[config.mk]
export PLATFORM = sky130hd
export DESIGN_NAME = fifo_uart_tx
export DESIGN_NICKNAME = d
export VERILOG_FILES = /design/src/rtl/fifo_uart_tx.sv
export SDC_FILE = /design/constraint.sdc
export NUM_CORES = 1
export LEC_CHECK = 0
export CELL_PAD_IN_SITES_DETAIL_PLACEMENT = 0
export CELL_PAD_IN_SITES_GLOBAL_PLACEMENT = 1
export CORE_ASPECT_RATIO = 2
export CORE_UTILIZATION = 42
export CTS_CLUSTER_SIZE = 25
export DETAILED_ROUTE_END_ITERATION = 16
export PLACE_DENSITY = 0.85
export SLEW_MARGIN = 20
export SYNTH_ARGS = -nofsm -noshare
export SYNTH_HDL_FRONTEND = slang
export SYNTH_SLANG_ARGS = --single-unit
[constraint.sdc]
create_clock -name clk -period 2.3 [get_ports clk]
set_input_delay 0.23 -clock clk [delete_from_list [all_inputs] [get_ports clk]]
set_output_delay 0.23 -clock clk [all_outputs]
set_load 0.01 [all_outputs]
[src/rtl/fifo_uart_tx.sv]
// fifo_uart_tx: pops bytes from an 8-bit synchronous FIFO and serialises each
// one as a UART frame (start, 8 data bits LSB-first, optional even parity,
// one or two stop bits).
module fifo_uart_tx #(
  parameter int CLKS_PER_BIT = 16,
  parameter int PARITY_EN    = 0,
  parameter int STOP_BITS    = 1
) (
  input  logic       clk,
  input  logic       reset,
  input  logic       fifo_empty,
  input  logic [7:0] fifo_data,
  output logic       fifo_rd_en,
  output logic       tx,
  output logic       busy,
  output logic       frame_done
);

  localparam int               CNT_W     = $clog2(CLKS_PER_BIT);
  localparam logic [CNT_W-1:0] CNT_MAX   = CNT_W'(CLKS_PER_BIT - 1);
  localparam logic [2:0]       STOP_LAST = 3'(STOP_BITS - 1);

  typedef enum logic [2:0] {
    IDLE,
    FETCH,
    LATCH,
    START,
    DATA,
    PARITY,
    STOP
  } state_t;

  state_t           state, state_n;
  logic [CNT_W-1:0] baud_cnt, baud_cnt_n;
  logic [2:0]       bit_idx, bit_idx_n;
  logic [7:0]       shift_reg, shift_reg_n;
  logic             parity_acc, parity_acc_n;
  logic             tx_n;
  logic             rd_en_n;
  logic             frame_done_n;
  logic             bit_end;

  assign bit_end = (baud_cnt == CNT_MAX);
  assign busy    = (state != IDLE);

  // State, counters, data path and registered outputs.
  always_ff @(posedge clk or posedge reset) begin
    if (reset) begin
      state      <= IDLE;
      baud_cnt   <= '0;
      bit_idx    <= '0;
      shift_reg  <= '0;
      parity_acc <= 1'b0;
      tx         <= 1'b1;
      fifo_rd_en <= 1'b0;
      frame_done <= 1'b0;
    end else begin
      state      <= state_n;
      baud_cnt   <= baud_cnt_n;
      bit_idx    <= bit_idx_n;
      shift_reg  <= shift_reg_n;
      parity_acc <= parity_acc_n;
      tx         <= tx_n;
      fifo_rd_en <= rd_en_n;
      frame_done <= frame_done_n;
    end
  end

  // Next-state, counter and next-output logic. Registered outputs are derived
  // from the next state so tx/fifo_rd_en change on the same edge as the state.
  always_comb begin
    state_n      = state;
    baud_cnt_n   = baud_cnt;
    bit_idx_n    = bit_idx;
    shift_reg_n  = shift_reg;
    parity_acc_n = parity_acc;

    unique case (state)
      IDLE: begin
        baud_cnt_n = '0;
        if (!fifo_empty) state_n = FETCH;
      end
      FETCH: begin
        baud_cnt_n = '0;
        state_n    = LATCH;
      end
      LATCH: begin
        baud_cnt_n   = '0;
        bit_idx_n    = '0;
        shift_reg_n  = fifo_data;
        parity_acc_n = ^fifo_data;
        state_n      = START;
      end
      START: begin
        if (bit_end) begin
          baud_cnt_n = '0;
          bit_idx_n  = '0;
          state_n    = DATA;
        end else begin
          baud_cnt_n = baud_cnt + 1'b1;
        end
      end
      DATA: begin
        if (bit_end) begin
          baud_cnt_n = '0;
          if (bit_idx == 3'd7) begin
            bit_idx_n = '0;
            state_n   = (PARITY_EN != 0) ? PARITY : STOP;
          end else begin
            bit_idx_n   = bit_idx + 3'd1;
            shift_reg_n = {1'b0, shift_reg[7:1]};
          end
        end else begin
          baud_cnt_n = baud_cnt + 1'b1;
        end
      end
      PARITY: begin
        if (bit_end) begin
          baud_cnt_n = '0;
          bit_idx_n  = '0;
          state_n    = STOP;
        end else begin
          baud_cnt_n = baud_cnt + 1'b1;
        end
      end
      STOP: begin
        if (bit_end) begin
          baud_cnt_n = '0;
          if (bit_idx == STOP_LAST) begin
            bit_idx_n = '0;
            state_n   = IDLE;
          end else begin
            bit_idx_n = bit_idx + 3'd1;
          end
        end else begin
          baud_cnt_n = baud_cnt + 1'b1;
        end
      end
      default: begin
        state_n = IDLE;
      end
    endcase

    tx_n = 1'b1;
    unique case (state_n)
      START:   tx_n = 1'b0;
      DATA:    tx_n = shift_reg_n[0];
      PARITY:  tx_n = parity_acc_n;
      default: tx_n = 1'b1;
    endcase

    rd_en_n      = (state_n == FETCH);
    frame_done_n = (state == STOP) && (state_n == IDLE);
  end

endmodule

# Word level (Yosys, flattened, before mapping)
# Index checks and enable logic that the tools add are counted.
[totals]
ff_bits = 22
latchBits = 0
mem_bits_rw = 0
mem_bits_ro = 0
inputBits = 11
output_inout_bits = 4
elab_cells = 62
memories = 0
[op_classes]
n_addsub = 2
mul = 0
div_mod_pow = 0
magnitude_cmp = 0
eq_ne = 16
shifts = 0
mux = 21
n_bitwise = 0
reduce_logical = 14
[ops]
columns = ["op", "n"]
rows = [
  ["$mux 3", 12],
  ["$pmux 3 s7", 1],
  ["$eq 3x3->1 const B", 6],
  ["$mux 8", 2],
  ["$pmux 8 s2", 1],
  ["$pmux 3 s4", 1],
  ["$eq 3x2->1 const B", 3],
  ["$logic_not 3->1", 3],
  ["$pmux 4 s2", 1],
  ["$reduce_xor 8->1", 1],
  ["$eq 3x1->1 const B", 2],
  ["$ne 2x2->1 const B", 3],
  ["$add 4x1->4 const B", 1],
  ["$eq 4x4->1 const B", 1],
  ["$mux 4", 1],
  ["$reduce_and 4->1", 1],
  ["$reduce_bool 2->1", 2],
  ["$reduce_bool 4->1", 1],
  ["$reduce_or 4->1", 1],
  ["$add 3x1->3 const B", 1],
  ["$pmux 1 s3", 1],
  ["$reduce_and 3->1", 1],
  ["$reduce_bool 3->1", 1],
  ["$reduce_or 3->1", 1],
  ["4 further kinds", 4],
]

# Longest topological paths before layout
# Gate-level depths: netlist (run 1).
[logic_depth]
word_depth = 6
depth_mapped = 7
ltp_nobuf = 7

# Least setup slack after synthesis (run 1)
# No wires, ideal clock.
[synth_timing]
path_type = "register -> register"
from = "register bit_idx[0]"
to = "register tx"
setup_ns = 0.078
arrival_time_ns = 1.703
required_time_ns = 2.222
slack_ns = 0.519
stages_incl_launch_ff = 8
n_path_buf = 0
period_less_slack_ns = 1.781
cell_sequence = "dfrtp_1 > ha_1 > ha_1 > nor4b_2 > a21oi_2 > a221o_2 > nand2b_4 > o21ai_2"
[synth_via]
elab_cells_between_ends = 14
classes_between = "eq/ne (4); mux (9); reduce/logical (1)"
[synth_rtl]
columns = ["element", "line_no", "rtl"]
rows = [
  ["start, declared", "35", "logic [2:0] bit_idx, bit_idx_n;"],
  ["start signal, assigned", "60", "bit_idx <= bit_idx_n;"],
  ["$eq 3x3->1", "106", "if (bit_idx == 3'd7) begin"],
  ["$mux 8", "106", ""],
  ["$mux 8", "104", "if (bit_end) begin"],
  ["$pmux 8 s2", "78", "unique case (state)"],
  ["net shift_reg_n[0]", "36", "logic [7:0] shift_reg, shift_reg_n;"],
  ["$pmux 1 s3", "145", "unique case (state_n)"],
  ["net tx_n", "38", "logic tx_n;"],
  ["end signal, assigned", "63", "tx <= tx_n;"],
  ["end, declared", "14", "output logic tx,"],
]
# The timed path passes the listed nets, and every way through them passes these cells. The select of a mux whose other input is x is not followed.
# A chain may end at the register's enable or synchronous reset.

# Worst setup path in the final report (run 1)
[layout_timing]
from = "register state[1]"
to = "output port busy"
[layout_via]
elab_chain_cells = 1
[layout_rtl]
columns = ["element", "line_no", "rtl"]
rows = [
  ["start, declared", "33", "state_t state, state_n;"],
  ["start signal, assigned", "58", "state <= state_n;"],
  ["$reduce_bool 3->1", "44", "assign busy = (state != IDLE);"],
  ["end, declared", "15", "output logic busy,"],
]
# Every way passes these cells.

==> results.yml, run 1 <==
grt:
  grt_start_max_net_pins: 23
  grt_use_total_pct: 21.88
  overflow: 0
  first_pass_grt_wire_length_um: 4850
  grt_pass1_vias: 1061
  antenna_violations_before_repair: 0
pwr:
  power_uw: 1604
  power_per_cell_area_mw_per_mm2: 1087
  static-leakage-power_uw: 0.0006366
  max-vdd-ir-drop_mv: 0.4905
place:
  gp_congestion: 0.9105
  placed_cells: 171
  place.detailed.hpwl_um: 2218
  io_buffers: 14
  detailed_place.area_mm2: 0.001430
logic_synthesis:
  synth.ff_latch_count: 22
  synthesis.area_mm2: 0.001277
  synthFlopType: "sky130_fd_sc_hd__dfrtp_1"
  synth_largest_type_area_fraction_pct: 41.14
  syn_nets: 146
  yosysWarningCount: 0
  synth_area_per_cell_um2: 9.752
  synth-edff-count: 0
  asyncSetResetFlopFracSynth_pct: 100.0
  synth_area_leader_cell: "sky130_fd_sc_hd__dfrtp_1"
  yosys-top-cells-area: "sky130_fd_sc_hd__dfrtp_1, sky130_fd_sc_hd__nand2_1, sky130_fd_sc_hd__xnor2_1, sky130_fd_sc_hd__a21oi_1, sky130_fd_sc_hd__ha_1"
  syn_inst: 131
  synth_common_cells: "sky130_fd_sc_hd__dfrtp_1, sky130_fd_sc_hd__nand2_1, sky130_fd_sc_hd__a21oi_1"
  seq_area_frac_synth_pct: 43.19
  synth_most_common_cell: "sky130_fd_sc_hd__dfrtp_1"
  yosysUniqueCellTypes: 41
layout:
  num-fill-cells: 274
  antenna_cells_inserted: 0
  final_non_filler_cells: 175
  design_area_mm2: 0.001475
  synthToLayoutAreaGrowth_pct: 15.47
  multiInputGateArea_um2: 663.1
  layout-drive-gt1-share_pct: 14.48
  numnets_final: 161
  ff_latch_area_um2: 551.8
  flip_flop_count_of_the_largest_register_after_layout: 8
setup_path:
  critical_path.startpoint_type: "flop"
  worst-endpoint-arrival_ns: 1.75
  cp.required_ns: 2.07
  critical-path-top-delay-family: "buffers and inverters"
  cp_max_fo: 13
  slowest_stage: "sky130_fd_sc_hd__dfrtp_1"
  cp-end-kind: "output port"
  crit_path_cell_trace: "inv_1 > nand2_1 > clkdlybuf4s50_1"
  critPathKind: "reg2out"
  cpPeakStageDelay_ns: 0.60
  cp_num_buf_inv: 2
floorplan:
  initial_core_util_pct: 43.93
  die_w_um: 41.00
  dieHeight_um: 80.00
  rows: 28
  core_area_mm2: 0.002908
  die_area_mm2: 0.003279
  top_level_ports: 15
detailed_routing:
  initialDrtViolationCount: 20
  vias: 1026
  drtAntennaViolNets: 0
  wl_per_cell_um: 16.62
  drt_drc_violations_left: 0
  drt-vias-per-instance: 5.863
  routed_wl_um: 2908
  drt-pass1-iter-count: 4
clock_network:
  cts-resized-gates: 0
  cts-hold-fix-buffers: 0
  cts_tree: "done"
  clock_tree.buffer_depth: 2
  cts_made_buffers: 3
  postCtsSetupBuffers: 0
  worstSkewPairLatency_ns: 0.26
  cts.root.buffer_cell: "sky130_fd_sc_hd__clkbuf_8"
  cts.sinks: 22
  clk_pin_slew_worst_paths_ns: 0.07
  ctsHtreeMaxLevel: 1
timing:
  unrepaired_setup_endpoints_after_global_routing: "false"
  timing.fmax_ghz: 0.5050
  report.final.setup_viol: 0
  final-max-slew-violation-count: 0
  worst-slew-pin-transition_ns: 0.5066
  worst_slew_margin_rel_pct: 66.23
  clock-skew-final_ns: 0.004113
  final_period_minus_worst_setup_slack_ns: 1.980
  finalHoldViolations: 0
  fin_setup_tns_ns: 0
  fin_crit_sh_pct: 86.09
status:
  outcome: "completed"
min_path:
  hold_path.class: "in2async"
run:
  maxCapViolCount: 0
## worst paths after layout
kind	start	endpoint	slack [ns]	depth (start not counted)
max	state[1]$_DFF_PP0_	busy	0.32	3
min	reset	shift_reg[5]$_DFFE_PP0P_	0.31	3
max reg2reg	bit_idx[0]$_DFFE_PP0P_	tx$_DFF_PP1_	0.36	7
min reg2reg	shift_reg[1]$_DFFE_PP0P_	shift_reg[1]$_DFFE_PP0P_	0.48	2
max in group asynchronous	reset	tx$_DFF_PP1_	1.71	3
min in group clk	shift_reg[1]$_DFFE_PP0P_	shift_reg[1]$_DFFE_PP0P_	0.48	2
## metrics by stage
| step | utilization [%] | setup slack [ns] | hold slack [ns] |
|---|---|---|---|
| after floorplan | - | 0.5191 | 0.2185 |
| after global placement | 49.18 | 0.4512 | 0.4668 |
| after detailed placement | 49.18 | 0.3720 | 0.4583 |
| after CTS | 50.73 | 0.3353 | 0.3051 |
| after global routing | 50.73 | 0.1870 | 0.3796 |
| final | 50.73 | 0.3199 | 0.3075 |
## report_power, final
part / total [uW] / leakage (uW) / switching (uW) / internal, uW
logic: 674 / 0.000341 / 361 / 312
registers: 691 / 0.000273 / 159 / 532
clock network: 239 / 0.0000228 / 116 / 123
## worst register-to-register path, cell delays in order (launching register included)
cell	delay, ns
sky130_fd_sc_hd__dfrtp_1	0.41
sky130_fd_sc_hd__ha_1	0.22
sky130_fd_sc_hd__ha_1	0.22
sky130_fd_sc_hd__nor4b_2	0.34
sky130_fd_sc_hd__a21oi_2	0.17
sky130_fd_sc_hd__a221o_2	0.39
sky130_fd_sc_hd__nand2b_4	0.07
sky130_fd_sc_hd__o21ai_2	0.04
## metal layers
layer / global-route usage, % / vias up / share of wire [%]
met5: 0 / - / 0
met4: 11.67 / 0 / 4.3
met3: 2.507 / 11 / 3.3
met2: 38.59 / 22 / 57
met1: 22.38 / 493 / 35
li1: - / 500 / -
## cells in the final DEF, fill, tap and decap left out, types with 2 or more instances in the layout
cell type | synthesis | layout
sky130_fd_sc_hd__dfrtp_1 | 21 | 21
sky130_fd_sc_hd__nand2_1 | 19 | 19
sky130_fd_sc_hd__clkdlybuf4s50_1 | 0 | 14
sky130_fd_sc_hd__a21oi_1 | 10 | 10
sky130_fd_sc_hd__nor2_1 | 8 | 8
sky130_fd_sc_hd__xnor2_1 | 8 | 8
sky130_fd_sc_hd__a22oi_1 | 6 | 6
sky130_fd_sc_hd__nand3_1 | 4 | 4
sky130_fd_sc_hd__inv_1 | 4 | 4
sky130_fd_sc_hd__nor3_1 | 4 | 4
sky130_fd_sc_hd__ha_1 | 4 | 4
sky130_fd_sc_hd__nand2b_1 | 3 | 3
sky130_fd_sc_hd__o21ai_0 | 3 | 3
sky130_fd_sc_hd__clkbuf_8 | 0 | 3
sky130_fd_sc_hd__buf_4 | 0 | 3
sky130_fd_sc_hd__a21oi_2 | 2 | 2
sky130_fd_sc_hd__o221ai_1 | 2 | 2
sky130_fd_sc_hd__a22o_1 | 2 | 2
sky130_fd_sc_hd__a31oi_1 | 2 | 2
sky130_fd_sc_hd__a211oi_2 | 2 | 2
## cell families after synthesis
group | share of synthesized area (%)
DFF | 43.19
adders and majority gates | 4.799
AOI/OAI and AO/OA | 20.67
xor gates and xnor gates | 5.485
and+or+nand+nor | 20.18
buffers and inverters | 4.897
muxes | 0.7836
## area by class of cell
cell class | count | share of cell area [%]
clock buffer | 4 | 3.053
tap | 30 | 2.545
timing repair buffer | 17 | 11.03
inverter | 4 | 1.018
sequential | 22 | 37.40
multi-input combinational | 98 | 44.95
(Power assumes the default switching activity.)
==> run 2: changes to the inputs <==
CORE_ASPECT_RATIO = 1.1   (was 2)
GPL_TIMING_DRIVEN = 0   (was unset)
==> run 2 against run 1 <==
Maximum frequency shrank 7.7%. Design area grew 1.4%. Combinational power grew 7.4%. Register-to-register slack lost 0.03 ns. Sequential power shrank 7.1%. Clock skew is essentially flat. Largest cell class unchanged.
==> results.yml, run 2 (synthesis gave the netlist of run 1 again) <==
layout:
  flip_flop_count_of_the_largest_register_after_layout: 8
  synthToLayoutAreaGrowth_pct: 17.04
  commonest_non_fill_non_tap_cells_in_the_layout: "sky130_fd_sc_hd__dfrtp_1, sky130_fd_sc_hd__nand2_1, sky130_fd_sc_hd__clkdlybuf4s50_1"
  layout-drive-gt1-share_pct: 16.11
  antenna_cells_inserted: 0
  numnets_final: 165
  final_common_cell: "sky130_fd_sc_hd__dfrtp_1"
floorplan:
  dieHeight_um: 59.84
  die_area_mm2: 0.003266
  initial_core_util_pct: 45.18
  die_w_um: 54.59
  top_level_ports: 15
  rows: 20
  core_area_mm2: 0.002828
timing:
  clock-skew-final_ns: 0.004059
  worst_slew_margin_rel_pct: 44.68
  final_period_minus_worst_setup_slack_ns: 2.146
  worst_setup_slack_final_ns: 0.1539
  unrepaired_setup_endpoints_after_global_routing: "false"
  fin_crit_sh_pct: 93.31
  worst-slew-pin-transition_ns: 0.8288
  finalHoldViolations: 0
  fin_setup_tns_ns: 0
  timing.fmax_ghz: 0.4660
  report.final.setup_viol: 0
  final-max-slew-violation-count: 0
clock_network:
  cts.root.buffer_cell: "sky130_fd_sc_hd__clkbuf_4"
  clock_tree.buffer_depth: 2
  cts-resized-gates: 0
  cts-hold-fix-buffers: 0
  postCtsSetupBuffers: 0
  cts_tree: "done"
  ctsHtreeMaxLevel: 1
  clk_pin_slew_worst_paths_ns: 0.12
  cts.sinks: 22
  worstSkewPairLatency_ns: 0.31
  cts_made_buffers: 3
setup_path:
  cpPeakStageDelay_ns: 0.53
  worst-endpoint-arrival_ns: 1.92
  crit_path_cell_trace: "buf_2 > buf_2 > nor2_1 > nand2_1 > clkdlybuf4s50_1"
  cp.required_ns: 2.07
  critPathKind: "reg2out"
  slowest_stage: "sky130_fd_sc_hd__clkdlybuf4s50_1"
  crit_end: "busy"
  timing.rr.end: "tx$_DFF_PP1_"
  crit_top_cell: "sky130_fd_sc_hd__buf_2"
  cp_max_fo: 10
  cp-end-kind: "output port"
  crit-reg2reg-launch: "bit_idx[0]$_DFFE_PP0P_"
  timing.reg2reg.worst_path_depth: 7
  critical_path.startpoint_type: "flop"
  cp_num_buf_inv: 3
  critical_path_depth: 5
  critical-path-top-delay-family: "buffers and inverters"
  timing.reg2reg.setup_slack_ns: 0.33
  worstSetupStartpoint: "state[2]$_DFF_PP0_"
grt:
  antenna_violations_before_repair: 0
  grt_use_total_pct: 17.83
  grt_start_max_net_pins: 23
  grt_pass1_vias: 991
  first_pass_grt_wire_length_um: 4153
  overflow: 0
pwr:
  power_per_cell_area_mw_per_mm2: 1057
  static-leakage-power_uw: 0.0006493
  max-vdd-ir-drop_mv: 0.5494
detailed_routing:
  routed_wl_um: 2487
  drt-vias-per-instance: 5.610
  drt_drc_violations_left: 0
  wl_per_cell_um: 13.66
  vias: 1021
  drtAntennaViolNets: 0
  initialDrtViolationCount: 24
  drt-pass1-iter-count: 4
status:
  outcome: "completed"
run:
  maxCapViolCount: 0
place:
  io_buffers: 14
  place_worst_setup_slack_ns: 0.3411
  place.detailed.hpwl_um: 1925
  gp_congestion: 0.8232
min_path:
  hold_path.class: "in2async"
run 2: cell count changes in the layout (fill, tap and decap cells not counted), sizes merged:
cell    before  now
clkbuf       4    7
buf          3    4
run 2: report_power, final:
part | total [uW] | leakage [uW] | internal, uW | switching (uW)
combinational | 724 | 0.000355 | 333 | 391
clock | 213 | 0.0000210 | 96.7 | 117
sequential | 642 | 0.000273 | 531 | 111
total | 1580 | 0.000649 | 961 | 619
run 2: area by class of cell:
type                    instances  area [um2]
well taps                      33       41.29
fillers                       275        1333
inverters                       4       15.01
clock buffers                   4       36.28
flip-flops and latches         22       551.8
repair buffers                 14       140.1
multi-input cells              98       663.1
plain buffers                   7       47.55
run 2: layer usage:
metal / vias up / routed length, um / part of all wire [%] / global-route usage [%]
met5: - / 0 / 0 / 0
met4: 0 / 34 / 1.4 / 7.692
met3: 4 / 81 / 3.3 / 3.053
met2: 14 / 1241 / 50 / 30.12
met1: 490 / 1129 / 45 / 21.66
li1: 513 / - / - / -
run 2: worst min path at each step:
stage	from	to	slack, ns	depth (start not counted)
finish	reset	shift_reg[1]$_DFFE_PP0P_	0.37	2
CTS	reset	shift_reg[1]$_DFFE_PP0P_	0.40	2
detailed placement	shift_reg[3]$_DFFE_PP0P_	shift_reg[3]$_DFFE_PP0P_	0.47	2
global route	reset	shift_reg[6]$_DFFE_PP0P_	0.44	2
global placement	shift_reg[4]$_DFFE_PP0P_	shift_reg[4]$_DFFE_PP0P_	0.46	2
floorplan	reset	baud_cnt[0]$_DFFE_PP0P_	0.22	1
run 2: per-stage QoR:
| step | hold WS [ns] | utilization [%] | area, um2 | power (uW) | std cells |
|---|---|---|---|---|---|
| 6_report | 0.3680 | 52.88 | 1495 | 1580 | 182 |
| 5_1_grt | 0.4361 | 52.88 | 1495 | 1717 | 182 |
| 4_1_cts | 0.3971 | 52.88 | 1495 | 1598 | 182 |
| 3_5_place_dp | 0.4663 | 51.59 | 1459 | 1376 | 178 |
| 3_3_place_gp | 0.4635 | 51.59 | 1459 | 1360 | 178 |
| 2_1_floorplan | 0.2185 | - | 1277 | 1201 | 131 |
==> run 3: changes to the inputs <==
SKIP_LAST_GASP = 1   (was unset)
==> results of run 3 <==
Final layout, timing and power as in run 2 (identical DEF).
